## config.mk

```make
export PLATFORM = sky130hd
export DESIGN_NAME = ifetch_master
export DESIGN_NICKNAME = d
export VERILOG_FILES = /design/src/rtl/ifetch_pkg.sv /design/src/rtl/ifetch_fifo.sv /design/src/rtl/ifetch_master.sv
export SDC_FILE = /design/constraint.sdc
export NUM_CORES = 1
export LEC_CHECK = 0
export ABC_AREA = 1
export BUFFER_PORTS_ARGS = -buffer_cell sky130_fd_sc_hd__buf_2
export CAP_MARGIN = 15
export CORE_ASPECT_RATIO = 2
export CORE_MARGIN = 4
export CORE_UTILIZATION = 40
export CTS_CLUSTER_SIZE = 16
export DETAILED_ROUTE_END_ITERATION = 6
export GPL_TIMING_DRIVEN = 0
export SLEW_MARGIN = 20
export SYNTH_ARGS = -nofsm -noshare
export SYNTH_HDL_FRONTEND = slang
export SYNTH_SLANG_ARGS = --single-unit
```

## constraint.sdc

```tcl
create_clock -name HCLK -period 6.7 [get_ports HCLK]
set_input_delay 0.335 -clock HCLK [delete_from_list [all_inputs] [get_ports HCLK]]
set_output_delay 0.335 -clock HCLK [all_outputs]
set_load 0.005 [all_outputs]
```

## src/rtl/ifetch_pkg.sv

```systemverilog
// ifetch_pkg
//   Shared types and constants for the instruction-fetch initiator:
//   datapath/instruction widths, the per-beat PC step, the fetch FSM
//   state encoding and a small alignment helper.
package ifetch_pkg;

    localparam int XLEN = 64;
    localparam int ILEN = 32;

    localparam logic [XLEN-1:0] INSTR_STEP = 64'd4;

    typedef enum logic {
        RUN        = 1'b0,
        HALT_FAULT = 1'b1
    } state_e;

    // Instructions are 32-bit words, so a fetch PC must have its low two bits clear.
    function automatic logic is_aligned(input logic [XLEN-1:0] addr);
        return (addr[1:0] == 2'b00);
    endfunction

endpackage

```

## src/rtl/ifetch_fifo.sv

```systemverilog
// ifetch_fifo
//   Small instruction buffer between the fetch bus and decode.
//   Ports:
//     clk, rst          clock, synchronous active-high reset
//     flush             empties the buffer (pointers and count to zero)
//     push, push_pc,    write one {pc, instr} entry at the tail
//     push_instr
//     pop               retire the head entry
//     count             number of valid entries (0..DEPTH)
//     head_pc,          head entry, read combinationally from storage
//     head_instr
//   DEPTH must be a power of two and at least 2.
module ifetch_fifo
    import ifetch_pkg::*;
#(
    parameter int DEPTH = 2,
    localparam int PW   = $clog2(DEPTH),
    localparam int CW   = $clog2(DEPTH) + 1
) (
    input  logic            clk,
    input  logic            rst,
    input  logic            flush,
    input  logic            push,
    input  logic [XLEN-1:0] push_pc,
    input  logic [ILEN-1:0] push_instr,
    input  logic            pop,
    output logic [CW-1:0]   count,
    output logic [XLEN-1:0] head_pc,
    output logic [ILEN-1:0] head_instr
);

    logic [XLEN-1:0] pc_mem    [DEPTH];
    logic [ILEN-1:0] instr_mem [DEPTH];
    logic [PW-1:0]   wr_ptr;
    logic [PW-1:0]   rd_ptr;
    logic            push_ok;
    logic            pop_ok;

    // Guard against overflow/underflow even if the caller misbehaves.
    assign push_ok = push && !flush && (count < CW'(DEPTH));
    assign pop_ok  = pop  && !flush && (count != '0);

    always_ff @(posedge clk) begin
        if (rst || flush) begin
            wr_ptr <= '0;
            rd_ptr <= '0;
            count  <= '0;
        end else begin
            if (push_ok) begin
                wr_ptr <= wr_ptr + 1'b1;
            end
            if (pop_ok) begin
                rd_ptr <= rd_ptr + 1'b1;
            end
            case ({push_ok, pop_ok})
                2'b10:   count <= count + 1'b1;
                2'b01:   count <= count - 1'b1;
                default: count <= count;
            endcase
        end
    end

    // Storage carries no reset; an entry is only visible once count covers it.
    always_ff @(posedge clk) begin
        if (!rst && push_ok) begin
            pc_mem[wr_ptr]    <= push_pc;
            instr_mem[wr_ptr] <= push_instr;
        end
    end

    assign head_pc    = pc_mem[rd_ptr];
    assign head_instr = instr_mem[rd_ptr];

endmodule

```

## src/rtl/ifetch_master.sv

```systemverilog
// ifetch_master
//   Instruction-fetch bus initiator. Holds the fetch PC, issues sequential
//   32-bit word reads on the instruction bus, buffers returned words in
//   ifetch_fifo and hands them to decode over a valid/ready handshake.
//   Ports:
//     HCLK, HRESET      clock, synchronous active-high reset
//     HADDR             fetch address (the PC register)
//     HWRITE, HWDATA    tied to zero, reads only
//     HTRANS            fetch request active this cycle
//     HREADY, HRDATA    slave accept / read data (instruction in [31:0])
//     redir_valid,      redirect from execute (branch/jump/trap)
//     redir_pc
//     if_valid, if_ready, if_pc, if_instr   decode-side handshake and head entry
//     if_fault          misaligned-redirect fault indication
//   Build option: define IFETCH_ALIGN_CHECK_EN to halt on a misaligned redirect
//   (if_fault raised until an aligned redirect arrives). Without it, the low
//   two bits of redir_pc are dropped and if_fault stays 0.
module ifetch_master
    import ifetch_pkg::*;
#(
    parameter logic [XLEN-1:0] RESET_VEC  = 64'h0,
    parameter int              FIFO_DEPTH = 2
) (
    input  logic            HCLK,
    input  logic            HRESET,
    output logic [XLEN-1:0] HADDR,
    output logic            HWRITE,
    output logic [XLEN-1:0] HWDATA,
    output logic            HTRANS,
    input  logic            HREADY,
    input  logic [XLEN-1:0] HRDATA,
    input  logic            redir_valid,
    input  logic [XLEN-1:0] redir_pc,
    output logic            if_valid,
    input  logic            if_ready,
    output logic [XLEN-1:0] if_pc,
    output logic [ILEN-1:0] if_instr,
    output logic            if_fault
);

    localparam int CW = $clog2(FIFO_DEPTH) + 1;

    state_e          state_q;
    state_e          state_d;
    logic [XLEN-1:0] pc_q;
    logic [XLEN-1:0] pc_d;
    logic [CW-1:0]   count;
    logic            fifo_push;
    logic            fifo_pop;
    logic            fifo_flush;
    logic            unused_bits;

    ifetch_fifo #(
        .DEPTH (FIFO_DEPTH)
    ) u_fifo (
        .clk        (HCLK),
        .rst        (HRESET),
        .flush      (fifo_flush),
        .push       (fifo_push),
        .push_pc    (pc_q),
        .push_instr (HRDATA[ILEN-1:0]),
        .pop        (fifo_pop),
        .count      (count),
        .head_pc    (if_pc),
        .head_instr (if_instr)
    );

    always_ff @(posedge HCLK) begin
        if (HRESET) begin
            state_q <= RUN;
            pc_q    <= RESET_VEC;
        end else begin
            state_q <= state_d;
            pc_q    <= pc_d;
        end
    end

    // HTRANS uses the registered count, so a full buffer blocks the request
    // even when decode pops in the same cycle.
    always_comb begin
        state_d    = state_q;
        pc_d       = pc_q;
        fifo_flush = 1'b0;
        fifo_push  = 1'b0;
        fifo_pop   = 1'b0;
        HTRANS     = !HRESET && (state_q == RUN) && (count < CW'(FIFO_DEPTH))
                     && !redir_valid;

        if (redir_valid) begin
            fifo_flush = 1'b1;
`ifdef IFETCH_ALIGN_CHECK_EN
            pc_d    = redir_pc;
            state_d = is_aligned(redir_pc) ? RUN : HALT_FAULT;
`else
            pc_d    = {redir_pc[XLEN-1:2], 2'b00};
            state_d = RUN;
`endif
        end else begin
            fifo_push = HTRANS && HREADY;
            fifo_pop  = if_valid && if_ready;
            if (fifo_push) begin
                pc_d = pc_q + INSTR_STEP;
            end
        end
    end

    assign HADDR    = pc_q;
    assign HWRITE   = 1'b0;
    assign HWDATA   = '0;
    assign if_valid = (count != '0);

`ifdef IFETCH_ALIGN_CHECK_EN
    assign if_fault    = (state_q == HALT_FAULT);
    assign unused_bits = ^HRDATA[XLEN-1:ILEN];
`else
    assign if_fault    = 1'b0;
    assign unused_bits = ^{HRDATA[XLEN-1:ILEN], redir_pc[1:0]};
`endif

endmodule

```

==> results of run 1 <==
-- power by group through the flow --
stage / clock network (W) / registers [W] / logic, W
3_3_place_gp: 0 / 0.00184 / 0.000252
3_5_place_dp: 0 / 0.00184 / 0.000260
5_1_grt: 0.00139 / 0.00181 / 0.000304
6_report: 0.00130 / 0.00180 / 0.000275
2_1_floorplan: 0 / 0.00182 / 0.000148
4_1_cts: 0.00133 / 0.00180 / 0.000276
-- through the flow --
stage          hold WS (ns)  total power [W]
2_1_floorplan        0.4217         0.001964
3_3_place_gp         0.4364         0.002090
3_5_place_dp         0.4465         0.002096
4_1_cts             0.05611         0.003408
5_1_grt             0.07055         0.003501
6_report            0.07650         0.003372
-- registers in the layout, indices dropped and copies added, names as in the netlist, named ones only --
| name | count |
|---|---|
| u_fifo.count | 2 |
| HADDR | 62 |
| u_fifo.wr_ptr | 1 |
| u_fifo.rd_ptr | 1 |
| u_fifo.instr_mem | 64 |
| u_fifo.pc_mem | 124 |
-- Yosys cell counts --
cell type	instances	area share (%)
nor2_8	4	0.67
nor2_4	11	1.0
nand2_1	210	6.6
conb_1	1	0.031
ha_1	2	0.21
clkbuf_1	13	0.41
o221ai_1	1	0.073
nand3_2	1	0.083
nor2_1	99	3.1
dfxtp_1	67	11
nand3_1	38	1.6
nand2_4	10	0.94
xnor2_2	2	0.27
o21bai_1	14	0.87
o21ai_0	6	0.25
buf_4	71	4.4
a21oi_1	52	2.2
a22oi_1	45	2.8
edfxtp_1	188	47
nand4_1	13	0.68
mux2_2	94	8.8
buf_1	4	0.12
nand3b_1	1	0.062
xnor2_1	17	1.2
nor3_2	1	0.083
nor2_2	8	0.42
inv_1	33	1.0
buf_2	16	0.67
a31oi_1	16	0.83
o21bai_2	9	0.84
inv_2	5	0.16
xor2_1	11	0.80
nand2_2	10	0.52
buf_6	2	0.19
-- cell families (layout without fill, tap and decap cells) --
group                      count (synthesis)  count (layout)  synth area share (%)
buffers and inverters                    144             480                 7.002
DFF                                      255             255                 58.10
other                                      1              75               0.03118
adders and majority gates                  2               2                0.2081
AOI/OAI and AO/OA                        143             143                 7.845
xor gates and xnor gates                  30              30                 2.310
and+or+nand+nor                          406             406                 15.70
muxes                                     94              94                 8.802
-- timing repair --
item                                    CTS  global route
hold buffers                             32             0
setup buffers                             0             0
endpoints found under the hold margin    64             0
endpoints found under the setup margin    0             0
-- worst max-delay path, stage by stage, from the launching register on --
cell and delay [ns]:
dfxtp_1 0.41, clkbuf_1 0.67, buf_2 0.39, mux2_2 0.39
buf_2 0.13
-- worst min-delay path by stage --
stage,start,end,cells past startpoint
2_1_floorplan,u_fifo.count[0],u_fifo.count[0],1
3_3_place_gp,u_fifo.count[0],u_fifo.count[0],1
3_5_place_dp,u_fifo.count[0],u_fifo.count[0],1
4_1_cts,redir_pc[3],HADDR[3],3
5_1_grt,redir_pc[8],HADDR[8],3
6_report,redir_pc[3],HADDR[3],3
-- final cells by class --
| type | instances | area (µm²) | area share (%) |
|---|---|---|---|
| tap | 364 | 455.4 | 2.983 |
| antenna | 5 | 12.51 | 0.08196 |
| sequential | 255 | 6987 | 45.77 |
| clock inverter | 12 | 108.9 | 0.7131 |
| timing repair buffer | 295 | 1772 | 11.61 |
| inverter | 38 | 142.6 | 0.9344 |
| buffer | 106 | 699.4 | 4.582 |
| multi-input combinational | 745 | 4471 | 29.28 |
| clock buffer | 29 | 618.1 | 4.049 |
-- metal layers --
metal | global-route usage (%) | vias up
li1 | - | 4411
met1 | 19.47 | 4237
met2 | 41.25 | 318
met3 | 2.512 | 74
met4 | 9.179 | 0
met5 | 0 | -
==> impl_results.md, run 1 <==
- Worst R2R Setup Slack: 4.65 ns
- I/O pins: around 360
- Yosys warns: 0
- Area grow syn2layout: 26.95%
- CTS tree: yes
- Worst EP required: 6.36 ns
- Flops & latches, synth: 255
- Die area: between 0.03 and 0.04 mm²
- Reg2Reg Capture Point: HADDR[56]
- Total clock sinks: roughly 260
- Number of port buffers: 255
- Int Pwr: approximately 0.0026 W
- Root Driver: clkbuf_16
- Critical Path Fanout Max: 10
- HP Class: in2reg
- Wire length on met3: around 1900 µm
- Final setup vio count: 0
- Via count: roughly 9000
- Most frequent cells in the layout: buf_2, nand2_1, edfxtp_1, nor2_1, mux2_2
- DR DRC count: 0
- Unique masters post-synth: 34
- Global-route wire length before repair: 50930 µm
- Combinational share of power: 8.2%
- DRT antenna net count: 0
- Clock transition at the registers of the reported paths: approximately 0.07 ns
- Worst Reg-to-Reg Cells: 10
- Gate Count Post-Synth: 1075
- Post-CTS sizing: 0
- # fillers: 2811
- Sw frac: between 20 and 25%
- RSZ-0062 raised after global routing: false
- Crit Path Class: reg2out
- WL/cell: 19.08 µm
- Detailed-router iteration count before antenna repair: 7
- Commonest non-fill, non-tap cell in the layout: buf_2
- Final nets: between 1500 and 2000
- Arr. time, crit path: 2.54 ns
- Cell Rows: between 80 and 90
- Sequential area share after synthesis: about 58%
- CP endpoint: if_pc[62]
- Final worst-path cycle share: 42.88%
- Final worst setup slack: between 3 and 4 ns
- Worst clock skew: 0.01258 ns
- Max Freq: around 350 MHz
- Post-layout util: 51.54%
- Peak supply drop: between 150 and 200 µV
- H-Tree Depth: 1
- Max Cap Viol: 0
- Clock power share: 38.5%
- 1st-iter DRT viols: 456
- Crit path capture type: output pin
- Post-detail-place hpwl: 27560 µm
- Max-slew violation count: 0
- Final instance area: 0.01527 mm²
- Final non-filler cell total: approximately 1800
- TritonCTS Buffers: 23
- Setup TNS: 0 ns
- Placed instance count: roughly 1800
- Min cycle time layout: around 2.9 ns
- Initial core utilization: just over 40%
- Post-Syn Area: 0.01203 mm²
- Die width: between 100 and 150 µm
- Vias in the first global route: about 9000
- Post-Route WL: approximately 35000 µm
- Slew HR: between 40% and 50%
- Met1 wire length: roughly 11000 µm
- Pleak: 6.057 nW
- Die Ht: between 200 and 300 µm
- Initial antenna violation count: 5
- Status: completed
- Gr ovfl total: 0
- Core Box Area: 0.02962 mm²
- Worst Setup Start Kind: register
- Routability cong.: roughly 0.94
- Slew @ Worst Pin: between 0.8 and 0.9 ns
- Sw Pwr: about 0.00076 W
- Longest Clk Path Bufs: 3
- Post-synthesis average cell area: approximately 11 µm²
- Seq pwr share: approximately 53%
- Worst-skew pair later-pin latency: around 0.52 ns
- Share of layout cells above drive strength 1: roughly 37%
- Total GRT Usage: about a fifth
- Worst R2R Start: HADDR[2]
- P per Cell Area: 220.9 mW/mm²
- Dpl ws: approximately 4.2 ns
- Pin count of the biggest net entering global routing: 26
- Final hold vios: 0
- Via-to-Cell Ratio: ~4.9
- DR top layer: met4
- Met2 WL post-DR: roughly 20000 µm
- Dpl cell area: around 0.014 mm²
(Power assumes the default switching activity.)
==> run 2, diff against run 1 <==
Settings changed: ABC_AREA 1 to 0, PLACE_DENSITY set to 0.65.
Clock period 6.7 ns to 2.8 ns, I/O delays scaled along.
==> run 2 against run 1 <==
  * Hold slack worse by 0.063 ns
  * Register-to-register slack worse by 4.6 ns
  * Sequential share of layout area is essentially flat
  * Wire length increased by 3.3%
  * Area after synthesis shrank 4.7%
  * Critical path depth increased by 1
  * Total power up 140%
  * Non-clock buffer count is 67 higher
  * Global-route usage grew 1.5 points
  * Cell area hardly changed
==> impl_results.md, run 2 <==
- Delay of the slowest cell on the worst path: 0.70 ns (+0.03 ns)
- CP top delay family: simple AND/OR/NAND/NOR gates
- Core Box Area: 0.02819 mm² (-4.8%)
- Status: completed
- Vias in the first global route: 9238 (+2.8%)
- Post-synthesis average cell area: 12.58 µm² (+12%)
- 1st-iter DRT viols: 701 (+54%)
- Worst EP required: 3.27 ns (-3.09 ns)
- Slew @ Worst Pin: 0.9306 ns (+0.06971 ns)
- CP max-delay cell: or4_1
- Final non-filler cell total: 1732 (-6.3%)
- Yosys warns: 0 (unchanged)
- Reg with most FFs: u_fifo.pc_mem
- Max Freq: 364.0 MHz
- Sw Pwr: 0.001908 W (+150%)
- Final nets: 1494 (-6.6%)
- Combinational share of power: 8.9% (+0.7 points)
- CTS tree: yes
- Max-slew violation count: 0 (unchanged)
- Routability cong.: 0.9729 (+3.2%)
- Via count: 9195 (+1.7%)
- Share of layout cells above drive strength 1: 35.35% (-1.3 points)
- Die area: 0.03158 mm² (-4.5%)
- Post-Syn Area: 0.01146 mm² (-4.7%)
- Clock transition at the registers of the reported paths: 0.07 ns (about the same)
- Final worst-path cycle share: between 90 and 100%
- Synth area leaders: edfxtp_1, dfxtp_1, mux2_2, buf_4, nand2_1
- Pleak: 5.892 nW (-2.7%)
- HP Class: in2reg
- Max reg flops: 124 (unchanged)
- Worst Reg-to-Reg Cells: 5 (-5)
- Total clock sinks: 255 (unchanged)
- WL/cell: 21.03 µm (+10%)
- Reg2Reg Capture Point: HADDR[63]
- Sw frac: 23.46% (+1.0 points)
- HP Start: if_ready
- Slew HR: 37.73% (-4.9 points)
- Final hold vios: 0 (unchanged)
- Post-layout util: 54.14% (+2.6 points)
- Longest Clk Path Bufs: 3 (unchanged)
- Area leader, netlist: edfxtp_1
- Peak supply drop: 592.1 µV (+240%)
- TritonCTS Buffers: 23 (unchanged)
- Initial core utilization: 40.64% (+0.045 points)
- Area grow syn2layout: 33.22%
- Number of synthesized flops with an enable pin: 188 (unchanged)
- Min cycle time layout: around 2.7 ns
- Arr. time, crit path: 3.22 ns (+0.68 ns)
- Worst path most repeated cell: or4_1
- Top cell type's share of synthesized area: 49.27% (+2.3 points)
- Sequential area share after synthesis: 60.97% (+2.9 points)
- Worst Setup Start Kind: register
- Gr ovfl total: 0 (unchanged)
- Gate Count Post-Synth: 911 (-15%)
- Total GRT Usage: 21.90% (+1.5 points)
- Worst-skew pair later-pin latency: 0.53 ns (about the same)
- Cell Rows: 87 (-2.2%)
- Int Pwr: 0.006225 W (+140%)
- Worst path bufs/invs: 0 (-3)
- RSZ-0062 raised after global routing: false
- I/O pins: 361 (unchanged)
- Unique masters post-synth: 51 (+50%)
- Crit Path Class: reg2reg
- Seq pwr share: 53.3% (about the same)
- Hold Path Depth: 4 (+1)
- DR DRC count: 0 (unchanged)
- Die width: 127.7 µm (-2.2%)
- Synth async-reset ratio: 0% (unchanged)
- Initial antenna violation count: 1 (-4)
- Clock power share: 37.8% (-0.7 points)
- Max Cap Viol: 0 (unchanged)
- Global-route wire length before repair: 53010 µm (+4.1%)
- H-Tree Depth: 1 (unchanged)
- Worst R2R Setup Slack: 0.05 ns (-4.60 ns)
- Root Driver: clkbuf_16
- Commonest cells post-synth: edfxtp_1, mux2_2, buf_4
- Crit path capture type: register
- P per Cell Area: 532.8 mW/mm² (+140%)
- Worst clock skew: 0.01383 ns (+0.001253 ns)
- Die Ht: 247.4 µm (-2.3%)
- Commonest non-fill, non-tap cell in the layout: buf_2
- Worst-path cell chain: nand4_1, or4_1, or3_1, or4_1, nand3_1
- Via-to-Cell Ratio: 5.309 (+8.6%)
- DRT antenna net count: 0 (unchanged)
- Post-detail-place hpwl: 26720 µm (-3.0%)
- Detailed-router iteration count before antenna repair: 5 (-2)
- Count leader, synth: edfxtp_1
- Most frequent cells in the layout: buf_2, edfxtp_1, mux2_2, dlygate4sd3_1, buf_4
- Pin count of the biggest net entering global routing: 35 (+35%)
- Placed instance count: 1597 (-9.8%)
- Final setup vio count: 0 (unchanged)
- Commonest register cell after synthesis: edfxtp_1
- Worst R2R Start: HADDR[38]
- Post-Route WL: 36430 µm (+3.3%)
- Flops & latches, synth: 255 (unchanged)
- Critical Path Fanout Max: 9 (-1)
- Number of port buffers: 255 (unchanged)
[run 2: area by class of cell]
class	instances	area [µm²]
plain buffers	115	710.7
multi-input cells	603	4055
fillers	2462	12930
repair buffers	353	2325
clock inverters	9	77.57
clock buffers	32	629.4
diodes	1	2.502
well taps	356	445.4
flip-flops and latches	255	6989
inverters	8	30.03
[run 2: worst max-delay path by stage]
| stage | start | to | slack, ns | depth (start not counted) |
|---|---|---|---|---|
| 5_1_grt | u_fifo.count[1] | u_fifo.pc_mem[1][47] | 0.002 | 5 |
| 2_1_floorplan | u_fifo.count[1] | u_fifo.instr_mem[0][0] | 0.005 | 4 |
| 3_5_place_dp | HADDR[35] | HADDR[50] | -0.06 | 5 |
| 6_report | HADDR[38] | HADDR[63] | 0.05 | 5 |
| 4_1_cts | u_fifo.count[1] | u_fifo.pc_mem[1][47] | 0.03 | 5 |
| 3_3_place_gp | u_fifo.count[1] | u_fifo.instr_mem[0][21] | -1.22 | 4 |
[run 2: cell families (layout without fill, tap and decap cells)]
logic type / count (synthesis) / in the layout / synth area share, %
mux: 104 / 104 / 10.11
flops: 255 / 255 / 60.97
buf+inv: 123 / 517 / 6.410
other cells: 1 / 71 / 0.03273
xor+xnor: 25 / 25 / 1.911
simple gates: 307 / 308 / 14.72
fa+ha+maj: 2 / 2 / 0.2184
compound gates: 94 / 94 / 5.624
[run 2: repair_timing]
action	4_1_cts	5_1_grt
buffers inserted	0	0
endpoints found under the hold margin	124	0
hold buffers	92	0
cloned	0	1
pin swaps	0	1
gates resized for setup	4	7
endpoints found under the setup margin	62	40
[run 2: power groups by stage]
stage,clock (W),sequential (W),combinational (W)
after detailed placement,0,0.00441,0.000609
after CTS,0.00313,0.00433,0.000721
after global routing,0.00327,0.00435,0.000792
final,0.00307,0.00433,0.000728
after floorplan,0,0.00436,0.000329
after global placement,0,0.00441,0.000591
[run 2: through the flow]
stage	total power (W)	cell area (µm²)	worst slack, ns	setup TNS [ns]	hold WS [ns]
after detailed placement	0.005022	13580	-0.05710	-0.1111	0.3329
after global placement	0.004999	13450	-1.222	-202.63	0.3286
final	0.008133	15260	0.05261	0	0.01330
after CTS	0.008179	15220	0.02816	0	0.003283
after global routing	0.008406	15260	0.001968	0	0.03867
after floorplan	0.004685	11730	0.004873	0	0.2389
[run 2: worst register-to-register path, stage by stage (launching register included)]
cell     delay, ns
dfxtp_1       0.64
nand4_1       0.44
or4_1         0.70
or3_1         0.42
or4_1         0.40
nand3_1       0.09
[run 2: routing by layer]
layer | routed length (µm) | global-route usage, % | vias to the layer above | share of wire [%]
li1 | - | - | 4240 | -
met1 | 11780 | 21.50 | 4360 | 32
met2 | 19910 | 42.29 | 468 | 55
met3 | 2570 | 3.769 | 127 | 7.1
met4 | 2172 | 12.38 | 0 | 6.0
met5 | 0 | 0 | - | 0
==> run 3, diff against run 2 <==
Settings changed: BUFFER_PORTS_ARGS -buffer_cell sky130_fd_sc_hd__buf_2 to -buffer_cell sky130_fd_sc_hd__clkbuf_2, CORE_UTILIZATION 40 to 45, PLACE_DENSITY 0.65 to 0.72.
==> run 3 against run 2 <==
  * Cell area is 0.47% higher
  * Non-clock buffer count is 2 higher
  * Total power is 2.4% higher
  * Largest cell class unchanged
  * Largest power group unchanged
  * Highest routed layer unchanged
==> impl_results.md, run 3 (synthesis gave the netlist of run 2 again) <==
- Dpl cell area: 0.01358 mm² (about the same)
- Worst EP required: 3.22 ns (-0.05 ns)
- Crit path capture type: register
- Min cycle time layout: 2.787 ns (+0.03991 ns)
- CP max-delay cell: nor4_1
- Die Ht: 233.7 µm (-5.5%)
- Longest Clk Path Bufs: 3 (unchanged)
- Share of layout cells above drive strength 1: 35.73% (+0.38 points)
- Worst-skew pair later-pin latency: 0.53 ns (about the same)
- I/O pins: 361 (unchanged)
- Reg with most FFs: u_fifo.pc_mem
- CTS tree: yes
- Area grow syn2layout: 33.84%
- Worst path bufs/invs: 0 (unchanged)
- RSZ-0062 raised after global routing: true
- Final setup vio count: 0 (unchanged)
- Worst Setup Start Kind: register
- Pin count of the biggest net entering global routing: 44 (+26%)
- Post-detail-place hpwl: 26350 µm (-1.4%)
- Dpl ws: -0.06913 ns (-0.01203 ns)
- Worst-path cell chain: nand4_1, nor4_1, or4b_2, o2111a_1
- Setup bufs post-CTS: 0 (unchanged)
- Total clock sinks: 255 (unchanged)
- Max reg flops: 124 (unchanged)
- Final worst-path cycle share: 99.55% (+1.4 points)
- CP top delay family: simple AND/OR/NAND/NOR gates
- 1st-iter DRT viols: 617 (-12%)
- DR DRC count: 0 (unchanged)
- H-Tree Depth: 1 (unchanged)
- Initial core utilization: 45.77% (+5.1 points)
- Max Cap Viol: 0 (unchanged)
- Peak supply drop: 491.0 µV (-17%)
- Detailed-router iteration count before antenna repair: 5 (unchanged)
- Slew @ Worst Pin: 0.9573 ns (+0.02670 ns)
- Final hold vios: 0 (unchanged)
- Via-to-Cell Ratio: 5.385 (+1.4%)
- Core Box Area: 0.02503 mm² (-11%)
- P per Cell Area: 543.0 mW/mm² (+1.9%)
- # fillers: 2037 (-17%)
- Root Driver: clkbuf_16
- Global-route wire length before repair: 52810 µm (-0.36%)
- Number of port buffers: 255 (unchanged)
- HP Class: in2reg
- Die width: 120.8 µm (-5.4%)
- TritonCTS Buffers: 23 (unchanged)
- Post-Route WL: 35580 µm (-2.3%)
- Status: completed
- WL/cell: 20.75 µm (-1.4%)
- Final nets: 1495 (+0.067%)
- Die area: 0.02824 mm² (-11%)
- Post-layout util: 61.26% (+7.1 points)
- Clock transition at the registers of the reported paths: 0.07 ns (about the same)
- Final instance area: 0.01534 mm² (+0.47%)
- Cell Rows: 82 (-5.7%)
- Via count: 9235 (+0.44%)
- Routability cong.: 0.9791 (+0.64%)
- Most frequent cells in the layout: clkbuf_2, edfxtp_1, mux2_2, dlygate4sd3_1, buf_4
- Arr. time, crit path: 3.21 ns (about the same)
- Final worst setup slack: 0.01269 ns (-0.03991 ns)
- Worst clock skew: 0.01621 ns (+0.002379 ns)
- DRT antenna net count: 0 (unchanged)
- Delay of the slowest cell on the worst path: 0.82 ns (+0.12 ns)
- Slew HR: 35.94% (-1.8 points)
- Initial antenna violation count: 2 (+1)
- Total GRT Usage: 24.42% (+2.5 points)
- Vias in the first global route: 9378 (+1.5%)
- Commonest non-fill, non-tap cell in the layout: clkbuf_2
- Gr ovfl total: 0 (unchanged)
- Crit Path Class: reg2reg
- Max Freq: 358.8 MHz (-1.4%)
- Max-slew violation count: 0 (unchanged)
- Critical Path Fanout Max: 8 (-1)
- Pleak: 5.932 nW (+0.68%)
-- run 3: cell count changes in the layout (fill, tap and decap cells not counted), moves of 2 or more --
| cell | previous run | this run |
|---|---|---|
| buf_16 | 1 | 4 |
| buf_2 | 259 | 4 |
| dlygate4sd3_1 | 92 | 94 |
| dfxtp_1 | 65 | 62 |
| nor4_1 | 15 | 17 |
| clkbuf_2 | 3 | 258 |
| buf_12 | 5 | 2 |
| dfxtp_2 | 2 | 5 |
| nor4_2 | 3 | 1 |
| clkinv_1 | 3 | 0 |
| bufinv_16 | 1 | 3 |
-- run 3: final timing paths --
check	start	to	slack (ns)	depth (start not counted)
worst min register to register	u_fifo.rd_ptr	register	0.50	2
worst min-delay path	redir_pc[62]	HADDR[62]	0.03	5
worst max register to register	HADDR[21]	HADDR[41]	0.01	4
worst max-delay path	HADDR[21]	HADDR[41]	0.01	4
-- run 3: worst reg2reg max path, stage by stage, from the launching register on --
cell and delay [ns]:
dfxtp_1 0.55, nand4_1 0.36, nor4_1 0.82, or4b_2 0.68
o2111a_1 0.27
-- run 3: through the flow --
stage               total power [W]  instances  hold WS, ns  setup TNS (ns)
global placement           0.004993       1571       0.3300         -190.51
finish                     0.008328       1715      0.03352               0
floorplan                  0.004685        980       0.2389               0
detailed placement         0.005021       1577       0.3332         -0.1037
global route               0.008603       1715      0.06571        -0.03290
CTS                        0.008365       1713     0.005066               0
-- run 3: timing repair --
item,in CTS,in global routing
hold endpoints to repair,126,0
setup endpoints to repair,62,6
pin swaps,0,1
gates resized for setup,4,7
hold buffers,94,0
-- run 3: layout make-up --
type | count | area, µm² | area share [%]
multi-input cells | 602 | 4035 | 26.31
clock inverters | 12 | 152.6 | 0.9953
clock buffers | 30 | 621.8 | 4.055
inverters | 8 | 30.03 | 0.1958
repair buffers | 355 | 2367 | 15.44
flip-flops and latches | 255 | 6993 | 45.60
well taps | 336 | 420.4 | 2.741
diodes | 2 | 5.005 | 0.03263
plain buffers | 115 | 710.7 | 4.634
-- run 3: per-layer routing --
metal	routed length (µm)	track usage [%]	up-vias	part of all wire, %
li1	-	-	4264	-
met1	11390	23.98	4373	32
met2	19520	46.20	462	55
met3	2391	3.950	136	6.7
met4	2276	15.74	0	6.4
met5	0	0	-	0
-- run 3: report_power, final --
group	switching, W	internal [W]	total, W
Clock	0.00140	0.00186	0.00326
Sequential	0.000154	0.00418	0.00433
Combinational	0.000353	0.000385	0.000738
